$ cat src/rtl/weight_pingpong_shifter.sv
// weight_pingpong_shifter: two-bank ping-pong weight buffer feeding LANES
// systolic-array columns, DEPTH words per column per bank. One bank loads
// from the weight fetch path while the other drains into the array, in
// LIFO (REVERSE=1) or FIFO (REVERSE=0) order.
//
// Optional build macro WPS_SKEW_EN: when defined, lane i's valid/data are
// delayed by i cycles so the array sees a diagonal wavefront; out_last and
// busy follow the last lane. When undefined, all lanes are aligned.
//
// Load handshake: a word is taken on a rising edge where in_valid and
// in_ready are both 1; in_valid may rise at any time and in_data must be
// stable while in_valid is high; in_ready is a register and never depends
// combinationally on in_valid.
module weight_pingpong_shifter #(
  parameter int DATASIZE = 8,
  parameter int DEPTH    = 4,
  parameter int LANES    = 4,
  parameter int REVERSE  = 1
) (
  input  logic                      clk,
  input  logic                      rst,
  input  logic                      clear,
  input  logic                      in_valid,
  output logic                      in_ready,
  input  logic [LANES*DATASIZE-1:0] in_data,
  input  logic                      start,
  output logic [LANES-1:0]          out_valid,
  output logic [LANES*DATASIZE-1:0] out_data,
  output logic                      out_last,
  output logic [1:0]                full_cnt,
  output logic                      busy
);

  localparam int CW = $clog2(DEPTH);
  localparam int W  = LANES * DATASIZE;
  localparam logic [CW-1:0] LAST_IDX = CW'(DEPTH - 1);

  typedef enum logic [1:0] {
    B_EMPTY    = 2'd0,
    B_FILLING  = 2'd1,
    B_FULL     = 2'd2,
    B_DRAINING = 2'd3
  } bank_state_e;

  bank_state_e bank_q [2];
  bank_state_e bank_d [2];
  logic          wr_ptr_q, wr_ptr_d;
  logic          rd_ptr_q, rd_ptr_d;
  logic [CW-1:0] wr_cnt_q, wr_cnt_d;
  logic [CW-1:0] rd_cnt_q, rd_cnt_d;
  logic          rd_active_q, rd_active_d;
  logic          busy_q, busy_d;
  logic          in_ready_q, in_ready_d;

  logic [W-1:0]  mem_q [2][DEPTH];

  // Aligned (unskewed) beat computed each cycle; registered below.
  logic [LANES-1:0] beat_valid_d;
  logic [W-1:0]     beat_data_d;
  logic             beat_last_d;
  logic             last_out;

  logic          accept;
  logic          start_ok;
  logic [CW-1:0] rd_idx;

  assign accept   = in_valid && in_ready_q && !clear;
  assign start_ok = start && !busy_q && (bank_q[rd_ptr_q] == B_FULL) && !clear;

  // Next-state logic for bank FSMs, pointers, counters and the aligned beat.
  always_comb begin
    bank_d[0]    = bank_q[0];
    bank_d[1]    = bank_q[1];
    wr_ptr_d     = wr_ptr_q;
    rd_ptr_d     = rd_ptr_q;
    wr_cnt_d     = wr_cnt_q;
    rd_cnt_d     = rd_cnt_q;
    rd_active_d  = rd_active_q;
    busy_d       = busy_q;
    beat_valid_d = '0;
    beat_data_d  = '0;
    beat_last_d  = 1'b0;
    rd_idx       = rd_cnt_q;

    if (REVERSE != 0) begin
      rd_idx = LAST_IDX - rd_cnt_q;
    end

    if (accept) begin
      wr_cnt_d         = wr_cnt_q + CW'(1);
      bank_d[wr_ptr_q] = B_FILLING;
      if (wr_cnt_q == LAST_IDX) begin
        wr_cnt_d         = '0;
        bank_d[wr_ptr_q] = B_FULL;
        wr_ptr_d         = ~wr_ptr_q;
      end
    end

    if (rd_active_q) begin
      beat_valid_d = '1;
      beat_data_d  = mem_q[rd_ptr_q][rd_idx];
      rd_cnt_d     = rd_cnt_q + CW'(1);
      if (rd_cnt_q == LAST_IDX) begin
        beat_last_d      = 1'b1;
        rd_active_d      = 1'b0;
        rd_cnt_d         = '0;
        bank_d[rd_ptr_q] = B_EMPTY;
        rd_ptr_d         = ~rd_ptr_q;
      end
    end

    // busy covers the read beats plus any skew tail; it drops the cycle
    // after out_last.
    if (start_ok) begin
      bank_d[rd_ptr_q] = B_DRAINING;
      rd_active_d      = 1'b1;
      rd_cnt_d         = '0;
      busy_d           = 1'b1;
    end else if (last_out) begin
      busy_d = 1'b0;
    end

    // Uses the current bank state, so a bank freed on an edge only shows
    // ready one cycle later, while a bank that just filled is never
    // offered again because wr_ptr has already moved off it.
    in_ready_d = (bank_q[wr_ptr_d] == B_EMPTY) || (bank_q[wr_ptr_d] == B_FILLING);

    if (clear) begin
      bank_d[0]    = B_EMPTY;
      bank_d[1]    = B_EMPTY;
      wr_ptr_d     = 1'b0;
      rd_ptr_d     = 1'b0;
      wr_cnt_d     = '0;
      rd_cnt_d     = '0;
      rd_active_d  = 1'b0;
      busy_d       = 1'b0;
      in_ready_d   = 1'b1;
      beat_valid_d = '0;
      beat_data_d  = '0;
      beat_last_d  = 1'b0;
    end
  end

  // Control state registers.
  always_ff @(posedge clk or posedge rst) begin
    if (rst) begin
      bank_q[0]   <= B_EMPTY;
      bank_q[1]   <= B_EMPTY;
      wr_ptr_q    <= 1'b0;
      rd_ptr_q    <= 1'b0;
      wr_cnt_q    <= '0;
      rd_cnt_q    <= '0;
      rd_active_q <= 1'b0;
      busy_q      <= 1'b0;
      in_ready_q  <= 1'b1;
    end else begin
      bank_q[0]   <= bank_d[0];
      bank_q[1]   <= bank_d[1];
      wr_ptr_q    <= wr_ptr_d;
      rd_ptr_q    <= rd_ptr_d;
      wr_cnt_q    <= wr_cnt_d;
      rd_cnt_q    <= rd_cnt_d;
      rd_active_q <= rd_active_d;
      busy_q      <= busy_d;
      in_ready_q  <= in_ready_d;
    end
  end

  // Weight storage; contents are don't-care after reset or clear.
  always_ff @(posedge clk) begin
    if (accept) begin
      mem_q[wr_ptr_q][wr_cnt_q] <= in_data;
    end
  end

`ifdef WPS_SKEW_EN
  logic [LANES-1:0] last_pipe_q;

  // out_last travels with the slowest lane (LANES-1 extra cycles).
  always_ff @(posedge clk or posedge rst) begin
    if (rst) begin
      last_pipe_q <= '0;
    end else if (clear) begin
      last_pipe_q <= '0;
    end else begin
      last_pipe_q[0] <= beat_last_d;
      for (int k = 1; k < LANES; k++) begin
        last_pipe_q[k] <= last_pipe_q[k-1];
      end
    end
  end

  assign last_out = last_pipe_q[LANES-1];

  for (genvar i = 0; i < LANES; i++) begin : g_lane
    logic [i:0]          v_q;
    logic [DATASIZE-1:0] d_q [i+1];

    // Lane i chain: stage 0 is the aligned beat, stage i drives the port.
    always_ff @(posedge clk or posedge rst) begin
      if (rst) begin
        for (int k = 0; k <= i; k++) begin
          v_q[k] <= 1'b0;
          d_q[k] <= '0;
        end
      end else if (clear) begin
        for (int k = 0; k <= i; k++) begin
          v_q[k] <= 1'b0;
          d_q[k] <= '0;
        end
      end else begin
        v_q[0] <= beat_valid_d[i];
        d_q[0] <= beat_data_d[i*DATASIZE +: DATASIZE];
        for (int k = 1; k <= i; k++) begin
          v_q[k] <= v_q[k-1];
          d_q[k] <= d_q[k-1];
        end
      end
    end

    assign out_valid[i]                     = v_q[i];
    assign out_data[i*DATASIZE +: DATASIZE] = d_q[i];
  end
`else
  logic [LANES-1:0] beat_valid_q;
  logic [W-1:0]     beat_data_q;
  logic             beat_last_q;

  // Aligned output register: every lane beats on the same cycle.
  always_ff @(posedge clk or posedge rst) begin
    if (rst) begin
      beat_valid_q <= '0;
      beat_data_q  <= '0;
      beat_last_q  <= 1'b0;
    end else begin
      beat_valid_q <= beat_valid_d;
      beat_data_q  <= beat_data_d;
      beat_last_q  <= beat_last_d;
    end
  end

  assign last_out  = beat_last_q;
  assign out_valid = beat_valid_q;
  assign out_data  = beat_data_q;
`endif

  assign out_last = last_out;
  assign in_ready = in_ready_q;
  assign busy     = busy_q;
  assign full_cnt = {1'b0, bank_q[0] == B_FULL} + {1'b0, bank_q[1] == B_FULL};

endmodule

$ cat config.mk
export PLATFORM = sky130hd
export DESIGN_NAME = weight_pingpong_shifter
export DESIGN_NICKNAME = d
export VERILOG_FILES = /design/src/rtl/weight_pingpong_shifter.sv
export SDC_FILE = /design/constraint.sdc
export NUM_CORES = 1
export LEC_CHECK = 0
export CAP_MARGIN = 0
export CORE_ASPECT_RATIO = 0.7
export CORE_MARGIN = 3
export CORE_UTILIZATION = 63
export DETAILED_ROUTE_END_ITERATION = 10
export PLACE_DENSITY = 0.85
export SYNTH_ARGS = -nofsm -noshare
export SYNTH_HDL_FRONTEND = slang
export SYNTH_SLANG_ARGS = --single-unit
$ cat constraint.sdc
create_clock -name clk -period 3.4 [get_ports clk]
set_input_delay 0.34 -clock clk [delete_from_list [all_inputs] [get_ports clk]]
set_output_delay 0.34 -clock clk [all_outputs]
set_load 0.03 [all_outputs]
### Word level (Yosys, flattened, before mapping)

Memories as Yosys holds them, arrays and structs flattened.
Cells that the tools add are included.

| cells by class | value |
|---|---|
| equal/unequal tests | 6 |
| bitwise gates (word level) | 16 |
| magnitude comparators | 8 |
| multiplexer cells | 51 |
| reduce and logical (&&, ||, !) cells | 18 |
| add/subtract/negate cells | 4 |

Operators by type and width:

| cell | number |
|---|---|
| 2-to-1 mux 32 bit | 5 |
| 2-to-1 mux 128 bit | 1 |
| binary-select mux 32 bit (select 2 bit) | 1 |
| demux 32 bit (select 2 bit) | 1 |
| 2-to-1 mux 4 bit | 8 |
| 2-to-1 mux 2 bit | 15 |
| 2-to-1 mux 1 bit | 18 |
| == test 2 bit (second input constant) | 5 |
| logical AND 1 bit | 8 |
| greater-or-equal comparator 2 bit (second input constant) | 3 |
| greater-or-equal comparator 3 bit (second input constant) | 2 |
| inverter 1 -> 2 bit | 3 |
| inverter 2 -> 3 bit | 2 |
| nonzero test 2 bit | 3 |
| nonzero test 3 bit | 2 |
| adder 2 x 1 -> 2 bit (second input constant) | 2 |
| bitwise AND 2 bit | 2 |
| bitwise AND 4 bit | 1 |
| demux 2 bit (select 1 bit) | 2 |
| less-than comparator 2 x 1 -> 1 bit (second input constant) | 2 |
| inverter 2 bit | 2 |
| inverter 4 bit | 1 |
| OR 2 bit | 2 |
| OR 4 bit | 1 |
| other kinds (9) | 11 |

| word-level totals | value |
|---|---|
| word-level logic and storage cells | 116 |
| RAM bits | 256 |
| register bits after elaboration | 50 |
| input bits | 37 |
| memories | 1 |
| output and inout bits | 41 |

Memory list:

| memory | depth | width | read ports | clocked after memory_dff | wr ports | line | RTL |
|---|---|---|---|---|---|---|---|
| mem_q | 2 | 128 | 1 | 0 | 1 | 55 | `logic [W-1:0] mem_q [2][DEPTH];` |

### Logic depth before layout (Yosys ltp)

Gate-level depths: netlist of run 1.

| depth | value |
|---|---|
| depth after elaboration | 16 |
| mapped depth | 5 |
| depth with buffers taken out | 4 |

### Least setup slack after synthesis of run 1

OpenSTA, ideal clock, no wires.

| timing | value |
|---|---|
| path type | reg-to-reg |
| from | reg in_ready_q, in the netlist in_ready |
| to | mem mem_q[1][0] in the netlist's numbering (enable) |
| arrival | 1,871 ps |
| buffers on the path | 1 |
| clock period less this slack | 2,263 ps |
| stages on the path, launching flop included | 4 |
| setup time | 392 ps |
| setup slack | 1,137 ps |
| data required time | 3,008 ps |
| path through | dfstp_2 > and4b_1 > clkbuf_1 > and2_1 |

| between the ends | value |
|---|---|
| longest elaborated chain between the ends | 4 |

RTL lines:

| item | line | RTL |
|---|---|---|
| from (decl) | 53 | `logic in_ready_q, in_ready_d;` |
| from (signal assigned) | 165 | `in_ready_q <= in_ready_d;` |
| logical AND 1 bit (2 in series) | 67 | `assign accept = in_valid && in_ready_q && !clear;` |
| 2-to-1 mux 1 bit | 171 | `if (accept) begin` |
| 2-to-1 mux 128 bit (not written as such) | 172 | `mem_q[wr_ptr_q][wr_cnt_q] <= in_data;` |
| to (decl) | 55 |  |

Every way passes these cells.

### Worst setup path in the final report of run 1

| timing | value |
|---|---|
| from | reg bank_q[3] in the netlist's numbering |
| to | out full_cnt[0] |

| between the ends | value |
|---|---|
| longest elaborated chain between the ends | 2 |

RTL lines:

| item | line | RTL |
|---|---|---|
| from (decl) | 45 | `bank_state_e bank_q [2];` |
| == test 2 bit | 250 | `assign full_cnt = {1'b0, bank_q[0] == B_FULL} + {1'b0, bank_q[1] == B_FULL};` |
| adder 1 x 1 -> 2 bit | 250 |  |
| to (decl) | 30 | `output logic [1:0] full_cnt,` |

Every way passes these cells.

==> impl_results.md, run 1 <==
* Global-route wire length before repair at 36,480 µm
* Reg clk slew, reported paths at 0.07 ns
* Clk sinks at 303
* Max cap viols at 0
* Clock latency on the worst-skew pair at 0.54 ns
* Outcome: finished clean
* Max stage delay cell, worst path: clkdlybuf4s50_1
* Async SR Flop Fraction at 15.51%
* CP Max Fanout at 4
* Row cnt at 40
* Pwr/cell area at 565.7 nW/µm²
* DR pass1 iterations at 5
* Core area at 17,370 µm²
* Vias in the first global route at 5,960
* Hold_buf cts at 0
* Cell area after synthesis at 11,270 µm²
* Syn avg cell area at 22.81 µm²
* Peak VDD IR at 532.2 µV
* Worst setup SP type: flip-flop
* Required @ worst endpoint at 3.06 ns
* Synth Flop Type: edfxtp_1
* Clock Tree Buf Depth at 3
* Post-route minimum period at 2.422 ns
* Arr. time, crit path at 2.08 ns
* Fin nets at 631
* Clk_skew at 0.01883 ns
* CTS Buf Count at 27
* CP peak stage delay at 0.67 ns
* Max-slew headroom at 47.38%
* Setup TNS at 0 ns
* Final worst slack at 0.9784 ns
* Die Footprint at 19,550 µm²
* Total grt overflow at 0
* Share of cells above drive strength 1 at 21.88%
* H-tree depth at 1
* Post-synth top area cell: edfxtp_1
* Resized Gates After CTS at 0
* Die width at 165.8 µm
* Fmax at 0.4129 GHz
* Routability Congestion at 0.8218
* Detailed Route WL at 23,690 µm
* Drt first-iter violations at 556
* Number of remaining DRC errors at 0
* Area share of the leading cell type in the synthesized netlist at 68.23%
* Root Driver: clkbuf_16
* Final setup fails at 0
* Util after Layout at 76.50%
* Yosys cell types at 33
* CP delay by family, top: buffers and inverters
* Dpl ws at 0.8013 ns
* Via count at 5,462
* Slew Viols, Final at 0
* Ant. Diodes at 0
* Antenna violations before repair at 0
* Post-route ant nets at 0
* Critical path endpoint category: primary output
* Critical path type: flip-flop to primary output
* Ports at 78
* CTS tree: done
* Syn_nets at 538
* Layout fillers at 839
* DR vias/cell at 6.510
* Synth Instances at 494
* RSZ-0062 raised after global routing: false
* Ranking of synthesized cells by area: edfxtp_1 68%, mux4_2 12%, dfrtp_1 10%
* Worst path cell trace: nor2b_1 -> ha_1 -> clkdlybuf4s50_1
* Starting Density at 64.88%
* Buf/Inv on CP at 1
* Post-synthesis sequential area ratio at 78.68%
* Post-synthesis register bit count at 303
* Post-CTS Setup Repair Bufs at 0
* Hold Path Class: input pin to async pin
* Worst-Margin Slew at 0.7893 ns
* PortBufs at 77
* Die height at 117.9 µm
* All-layer global routing usage at 24.87%
* YS warnings at 0
* Post-synth EDFFs at 256
* Leak Pwr at 4.457 nW
* Crit share post-route at 71.22%
* Count of final hold-check violations at 0
* Post-DP HPWL at 12,700 µm
* Synth-to-layout area growth at 17.91%
* WL per Instance at 28.24 µm
* Largest net degree at the start of global routing at 39
-- per-stage QoR --
step	hold slack, ns	instances	instance area [µm²]	power, mW
after floorplan	0.4113	494	11270	4.240
final	0.2679	839	13290	7.515
after detailed placement	0.5455	789	12350	4.367
after global placement	0.5383	789	12350	4.351
after CTS	0.2973	839	13290	7.549
after global routing	0.3079	839	13290	7.707
-- cells in the final DEF (no fill, tap or decap), drive strengths merged, types with 3 or more instances in the layout --
cell type / n
a21oi: 3
a22o: 32
and2: 10
and3b: 3
buf: 15
bufinv: 6
clkbuf: 33
clkdlybuf4s50: 77
clkinv: 9
dfrtp: 46
edfxtp: 256
ha: 7
inv: 5
mux2i: 6
mux4: 64
nand2: 5
nor2: 3
nor2b: 7
o21ai: 5
-- per-layer routing --
metal	vias up	GRT usage [%]	part of all wire, %
met2	342	40.43	50
met1	2833	34.36	39
met3	59	5.304	8.6
met5	-	0	0
li1	2228	-	-
met4	0	8.779	2.8
-- registers in the layout (all words and copies together) (netlist names) --
| register | flops |
|---|---|
| bank_q | 4 |
| busy | 1 |
| out_valid | 1 |
| wr_ptr_q | 1 |
| wr_cnt_q | 2 |
| rd_ptr_q | 1 |
| in_ready | 1 |
| out_last | 1 |
| rd_cnt_q | 2 |
| mem_q | 256 |
| out_data | 32 |
| rd_active_q | 1 |
-- final cells by class --
class / count / area (µm²) / share of cell area (%)
Clock inverter: 17 / 237.7 / 1.789
Inverter: 4 / 15.01 / 0.1130
Tap cell: 231 / 289.0 / 2.176
Clock buffer: 33 / 698.2 / 5.255
Timing Repair Buffer: 92 / 958.4 / 7.214
Sequential cell: 303 / 8870 / 66.76
Multi-Input combinational cell: 159 / 2217 / 16.69
-- logic make-up after synthesis --
group / after synthesis / share of synthesized area (%)
buffers and inverters: 32 / 1.799
DFF: 303 / 78.68
muxes: 71 / 13.53
AOI/OAI and AO/OA: 42 / 2.987
and+or+nand+nor: 36 / 1.999
adders and majority gates: 7 / 0.7773
xor gates and xnor gates: 3 / 0.2332
-- cells in the mapped netlist, types with 3 or more instances --
master / count
edfxtp_1: 256
mux4_2: 61
dfrtp_1: 46
a22o_1: 32
and2_1: 10
buf_2: 10
ha_1: 7
clkbuf_1: 6
mux2i_1: 6
nor2b_1: 6
nand2_1: 5
o21ai_0: 5
buf_4: 4
inv_1: 4
a21oi_1: 3
and3b_1: 3
buf_1: 3
buf_6: 3
mux4_1: 3
nor2_1: 3
-- where the power goes --
group          internal, mW  switching [mW]  total (mW)  leakage, nW
sequential             4.08          0.0181        4.10         2.96
combinational        0.0786           0.118       0.196         1.04
clock                  1.92            1.30        3.22        0.457
-- worst paths after layout --
check                                startpoint                     end  slack, ns  cells after the start
setup reg to reg           rd_ptr_q$_DFFE_PP0P_  out_data[23]$_DFF_PP0_       1.18                      3
max in group asynchronous                   rst  out_data[24]$_DFF_PP0_       2.37                      3
setup / recovery            bank_q[3]$_DFF_PP0_             full_cnt[0]       0.98                      3
min in group clk                    in_data[11]  mem_q[1][75]$_DFFE_PP_       0.55                      1
hold reg to reg              out_last$_DFF_PP0_        busy$_DFFE_PP0P_       0.56                      2
hold / removal                              rst   out_data[8]$_DFF_PP0_       0.27                      2
No activity file was read; power rests on OpenSTA's default activity.
==> run 2, diff against run 1 <==
- CORE_UTILIZATION: 63 -> 58
- PLACE_DENSITY: 0.85 -> 0.79
- clock period: 3.4 -> 2.3 ns (I/O delays scaled with it)
==> impl_results.md, run 2 (synthesized netlist as in run 1, its figures left out) <==
* Hold Path Class: input pin to async pin (unchanged)
* H-tree depth at 1 (unchanged)
* Outcome: finished clean (unchanged)
* Setup TNS at 0 ns (unchanged)
* Layout fillers at 1,041 (was 839)
* Max-slew headroom at 63.94% (was 47.38%)
* Root Driver: clkbuf_16 (unchanged)
* DR pass1 iterations at 6 (was 5)
* Clock Tree Buf Depth at 3 (unchanged)
* Antenna violations before repair at 0 (unchanged)
* Required @ worst endpoint at 2.07 ns (was 3.06 ns)
* Die width at 172.6 µm (was 165.8 µm)
* Ports at 78 (unchanged)
* CTS tree: done (unchanged)
* Critical path endpoint category: primary output (unchanged)
* Util after Layout at 72.77% (was 76.50%)
* Critical path type: flip-flop to primary output (unchanged)
* Detailed Route WL at 21,390 µm (was 23,690 µm)
* CTS Buf Count at 28 (was 27)
* Row cnt at 41 (was 40)
* Global-route wire length before repair at 33,730 µm (was 36,480 µm)
* Post-route minimum period at 2.146 ns
* Arr. time, crit path at 1.92 ns (was 2.08 ns)
* Worst-Margin Slew at 0.5409 ns (was 0.7893 ns)
* Commonest non-fill, non-tap cell in the layout: edfxtp_1 (unchanged)
* Power consumption at 10.75 mW (was 7.515 mW)
* Slew Viols, Final at 0 (unchanged)
* Share of cells above drive strength 1 at 22.98% (was 21.88%)
* Worst reg2reg path startpoint: rd_ptr_q$_DFFE_PP0P_ (unchanged)
* Worst path cell trace: nor2b_1 -> ha_1 -> clkdlybuf4s50_1 (unchanged)
* Max stage delay cell, worst path: clkdlybuf4s50_1 (unchanged)
* Commonest non-fill, non-tap cells in the layout: 256 x edfxtp_1, 76 x clkdlybuf4s50_1, 61 x mux4_2 (was 256 x edfxtp_1, 77 x clkdlybuf4s50_1, 61 x mux4_2)
* Multi-input logic area at 2217 µm² (unchanged)
* Largest net degree at the start of global routing at 48 (was 39)
* Final setup fails at 0 (unchanged)
* Fmax at 0.4660 GHz
* PortBufs at 77 (unchanged)
* Starting Density at 60.84% (was 64.88%)
* Number of remaining DRC errors at 0 (unchanged)
* Pwr/cell area at 797.8 nW/µm² (was 565.7 nW/µm²)
* Crit path launch: bank_q[1]$_DFF_PP0_ (was bank_q[3]$_DFF_PP0_)
* Fin nets at 640 (was 631)
* Reg clk slew, reported paths at 0.07 ns (about the same)
* Max cap viols at 0 (unchanged)
* All-layer global routing usage at 21.16% (was 24.87%)
* CP Max Fanout at 4 (unchanged)
* Register area at 8870 µm² (unchanged)
* Count of final hold-check violations at 0 (unchanged)
* Clk_skew at 0.01048 ns (was 0.01883 ns)
* DR vias/cell at 5.967 (was 6.510)
* Die height at 122.6 µm (was 117.9 µm)
* Peak VDD IR at 732.2 µV (was 532.2 µV)
* Drt first-iter violations at 512 (was 556)
* Via count at 5,227 (was 5,462)
* Core area at 18,520 µm² (was 17,370 µm²)
* Final worst slack at 0.1539 ns (was 0.9784 ns)
* Vias in the first global route at 5,682 (was 5,960)
* Dpl cell area at 12,590 µm² (was 12,350 µm²)
* Clk sinks at 303 (unchanged)
* Worst setup SP type: flip-flop (unchanged)
* RSZ-0062 raised after global routing: false (unchanged)
* Leak Pwr at 4.533 nW (was 4.457 nW)
* Routability Congestion at 0.7878 (was 0.8218)
* Clock latency on the worst-skew pair at 0.53 ns (was 0.54 ns)
* CP delay by family, top: buffers and inverters (unchanged)
* Max reg flops at 256 (unchanged)
* WL per Instance at 24.41 µm (was 28.24 µm)
* Buf/Inv on CP at 1 (unchanged)
* Ant. Diodes at 0 (unchanged)
* Post-DP HPWL at 11,870 µm (was 12,700 µm)
* Synth-to-layout area growth at 19.60% (was 17.91%)
* Post-route ant nets at 0 (unchanged)
* Dpl ws at 0.2405 ns (was 0.8013 ns)
* Crit share post-route at 93.31%
* Design area at 13,480 µm² (was 13,290 µm²)
* CP peak stage delay at 0.67 ns (about the same)
* Largest Register: mem_q (unchanged)
* Die Footprint at 21,160 µm² (was 19,550 µm²)
* Total grt overflow at 0 (unchanged)
[run 2: worst paths after layout]
path / to / cells after the start / slack, ns
setup / recovery: full_cnt[1] / 3 / 0.15
hold / removal: out_data[12]$_DFF_PP0_ / 3 / 0.06
setup reg to reg: out_data[12]$_DFF_PP0_ / 3 / 0.30
hold reg to reg: busy$_DFFE_PP0P_ / 2 / 0.55
max in group asynchronous: in_ready$_DFF_PP1_ / 3 / 1.94
min in group clk: wr_cnt_q[1]$_DFFE_PP0P_ / 3 / 0.40
[run 2: per-layer routing]
layer | global-route usage, % | up-vias | share of wire, %
met3 | 4.329 | 32 | 6.3
li1 | - | 2239 | -
met2 | 34.50 | 184 | 49
met1 | 30.25 | 2772 | 43
met5 | 0 | - | 0
met4 | 5.468 | 0 | 1.7
[run 2: worst min-delay path: stages]
cell	delay, ns
clkdlybuf4s50_1	0.41
inv_2	0.07
buf_12	0.27
[run 2: timing repair]
action	in CTS	in global routing
hold buffers	0	0
setup buffers	0	0
resized for setup	0	1
endpoints found under the setup margin	0	1
[run 2: final cells by class]
cell class / instances / share of cell area, %
Sequential cell: 303 / 65.82
Tap cell: 258 / 2.396
Clock buffer: 37 / 5.757
Inverter: 4 / 0.1114
Multi-Input combinational cell: 159 / 16.45
Timing Repair Buffer: 100 / 8.691
Clock inverter: 15 / 0.7707
[run 2: report_power, final]
group	switching (mW)	internal, mW	total (mW)
Sequential	0.0222	6.03	6.06
Combinational	0.165	0.128	0.293
Clock	1.91	2.49	4.40
Total	2.10	8.65	10.8
[run 2: stage by stage]
stage	hold WS, ns	std cells
after CTS	0.05825	876
after global placement	0.5363	824
after global routing	0.06906	876
final	0.06496	876
after detailed placement	0.5305	824
after floorplan	0.3013	494
==> run 3, diff against run 2 <==
- CELL_PAD_IN_SITES_DETAIL_PLACEMENT: default -> 2
- CELL_PAD_IN_SITES_GLOBAL_PLACEMENT: default -> 2
- CORE_UTILIZATION: 58 -> 46
- PLACE_DENSITY: 0.79 -> default
- PLACE_DENSITY_LB_ADDON: default -> 0.1
- SKIP_LAST_GASP: default -> 1
==> impl_results.md, run 3 (synthesized netlist as in run 1, its figures left out) <==
* Outcome: finished clean (unchanged)
* Via count at 5,417 (was 5,227)
* Required @ worst endpoint at 2.07 ns (about the same)
* Sequential share of power at 52.3% (was 56.3%)
* Largest net degree at the start of global routing at 67 (was 48)
* Clock latency on the worst-skew pair at 0.55 ns (was 0.53 ns)
* CP Max Fanout at 4 (unchanged)
* Max stage delay cell, worst path: clkdlybuf4s50_1 (unchanged)
* Core area at 23,880 µm² (was 18,520 µm²)
* Clock Tree Buf Depth at 3 (unchanged)
* Pint at 9.207 mW (was 8.651 mW)
* Row cnt at 47 (was 41)
* P_sw at 2.380 mW (was 2.101 mW)
* Worst-Margin Slew at 0.8811 ns (was 0.5409 ns)
* Die Footprint at 26,440 µm² (was 21,160 µm²)
* Routability Congestion at 0.7211 (was 0.7878)
* H-tree depth at 1 (unchanged)
* CTS Buf Count at 29 (was 28)
* Leak Pwr at 4.577 nW (was 4.533 nW)
* Die height at 136.9 µm (was 122.6 µm)
* WL per Instance at 32.09 µm (was 24.41 µm)
* DR pass1 iterations at 4 (was 6)
* Register area at 8870 µm² (unchanged)
* Reg clk slew, reported paths at 0.07 ns (about the same)
* Design area at 13,630 µm² (was 13,480 µm²)
* All-layer global routing usage at 23.62% (was 21.16%)
* Commonest non-fill, non-tap cell in the layout: edfxtp_1 (unchanged)
* Ant. Diodes at 0 (unchanged)
* Switching Fraction at 20.54% (was 19.54%)
* Post-route ant nets at 0 (unchanged)
* Hold Path Class: input pin to async pin (unchanged)
* Arr. time, crit path at 2.01 ns (was 1.92 ns)
* Crit share post-route at 97.56% (was 93.31%)
* Commonest non-fill, non-tap cells in the layout: 256 x edfxtp_1, 76 x clkdlybuf4s50_1, 61 x mux4_2 (unchanged)
* Post-route minimum period at 2.244 ns (was 2.146 ns)
* Fmax at 0.4457 GHz (was 0.4660 GHz)
* Fin nets at 642 (was 640)
* Largest Register: mem_q (unchanged)
* Max-slew headroom at 41.26% (was 63.94%)
* Detailed Route WL at 30,110 µm (was 21,390 µm)
* Dpl cell area at 12,610 µm² (was 12,590 µm²)
* Setup TNS at 0 ns (unchanged)
* RSZ-0062 raised after global routing: false (unchanged)
* Total grt overflow at 0 (unchanged)
* Clk sinks at 303 (unchanged)
* Ports at 78 (unchanged)
* Synth-to-layout area growth at 20.96% (was 19.60%)
* Pwr/cell area at 850.3 nW/µm² (was 797.8 nW/µm²)
* Multi-input logic area at 2218 µm² (was 2217 µm²)
* PortBufs at 77 (unchanged)
* Worst setup SP type: flip-flop (unchanged)
* Peak VDD IR at 652.9 µV (was 732.2 µV)
* Antenna violations before repair at 1 (was 0)
* Critical path type: flip-flop to primary output (unchanged)
* Final setup fails at 0 (unchanged)
* Combinational group share of total power at 2.8% (was 2.7%)
* DR vias/cell at 5.775 (was 5.967)
* Die width at 193.1 µm (was 172.6 µm)
* Global-route wire length before repair at 44,300 µm (was 33,730 µm)
* Worst path cell trace: nor2b_1 -> ha_1 -> clkdlybuf4s50_1 (unchanged)
* Post-DP HPWL at 17,020 µm (was 11,870 µm)
* Max reg flops at 256 (unchanged)
* Drt first-iter violations at 445 (was 512)
* Critical path endpoint category: primary output (unchanged)
* Starting Density at 47.19% (was 60.84%)
* Root Driver: clkbuf_16 (unchanged)
* Number of remaining DRC errors at 0 (unchanged)
* Count of final hold-check violations at 0 (unchanged)
* Slew Viols, Final at 0 (unchanged)
* Post-CTS Setup Repair Bufs at 0 (unchanged)
* Share of cells above drive strength 1 at 24.52% (was 22.98%)
* Max cap viols at 0 (unchanged)
* CTS tree: done (unchanged)
* Vias in the first global route at 6,202 (was 5,682)
* Clk_skew at 0.01511 ns (was 0.01048 ns)
* CP peak stage delay at 0.66 ns (was 0.67 ns)
* Clock power share at 44.9% (was 40.9%)
* Layout fillers at 2,013 (was 1,041)
-- run 3: cell types whose count changed in the layout (fill, tap and decap cells not counted), sizes merged --
cell,delta
bufinv,+5
clkbuf,-3
clkinv,-1
buf,+1
inv,-1
dlygate4sd2,+1
dlymetal6s2s,-1
clkinvlp,+1
-- run 3: worst paths after layout --
path                                           from                 endpoint  slack (ns)  cells past startpoint
worst max-delay path            bank_q[3]$_DFF_PP0_              full_cnt[1]        0.06                      3
worst min-delay path                            rst   out_data[24]$_DFF_PP0_         0.1                      2
worst max register to register   in_ready$_DFF_PP1_  mem_q[1][118]$_DFFE_PP_        0.44                      3
worst min register to register   in_ready$_DFF_PP1_  wr_cnt_q[1]$_DFFE_PP0P_        0.57                      2
max in group asynchronous                       rst       in_ready$_DFF_PP1_        1.50                      3
min in group clk                           in_valid  wr_cnt_q[1]$_DFFE_PP0P_        0.43                      3
-- run 3: power by group through the flow --
stage	clock network, mW	registers (mW)	logic, mW
5_1_grt	5.52	6.06	0.347
3_5_place_dp	0	6.18	0.318
3_3_place_gp	0	6.17	0.292
6_report	5.20	6.06	0.323
4_1_cts	5.31	6.06	0.328
2_1_floorplan	0	6.17	0.100
-- run 3: final cells by class --
class,count,share of cell area (%)
clock inverter,19,1.836
clock buffer,34,5.610
multi-input combinational,159,16.28
sequential,303,65.08
timing repair buffer,101,8.162
inverter,4,0.1102
tap,318,2.920
-- run 3: routing by layer --
layer  track usage, %  vias to the layer above  share of wire (%)
li1                 -                     2250                  -
met1            33.86                     2956                 43
met2            38.86                      167                 50
met3            4.173                       42                5.8
met4            4.496                        2                1.6
met5                0                        -              0.043
-- run 3: worst max-delay path: cells and delay by family (launching register included) --
kind | cells | cell delay (ns)
flops | 1 | 0.44
fa+ha+maj | 1 | 0.16
buf+inv | 1 | 0.66
simple gates | 1 | 0.21
-- run 3: what timing repair did --
| item | in CTS | in global routing |
|---|---|---|
| endpoints found under the hold margin | 0 | 0 |
| hold buffers | 0 | 0 |
| resized for setup | 1 | 0 |
| setup endpoints to repair | 1 | 0 |
-- run 3: metrics by stage --
stage / std cells / hold WS [ns] / util [%] / power [mW] / worst slack (ns)
after floorplan: 494 / 0.3013 / - / 6.268 / 0.03711
after global placement: 885 / 0.5191 / 52.84 / 6.457 / 0.2911
after detailed placement: 885 / 0.5425 / 52.84 / 6.494 / 0.1894
after CTS: 938 / 0.1024 / 57.08 / 11.70 / 0.03202
after global routing: 938 / 0.1350 / 57.08 / 11.93 / 0.001883
final: 938 / 0.09564 / 57.08 / 11.59 / 0.05610
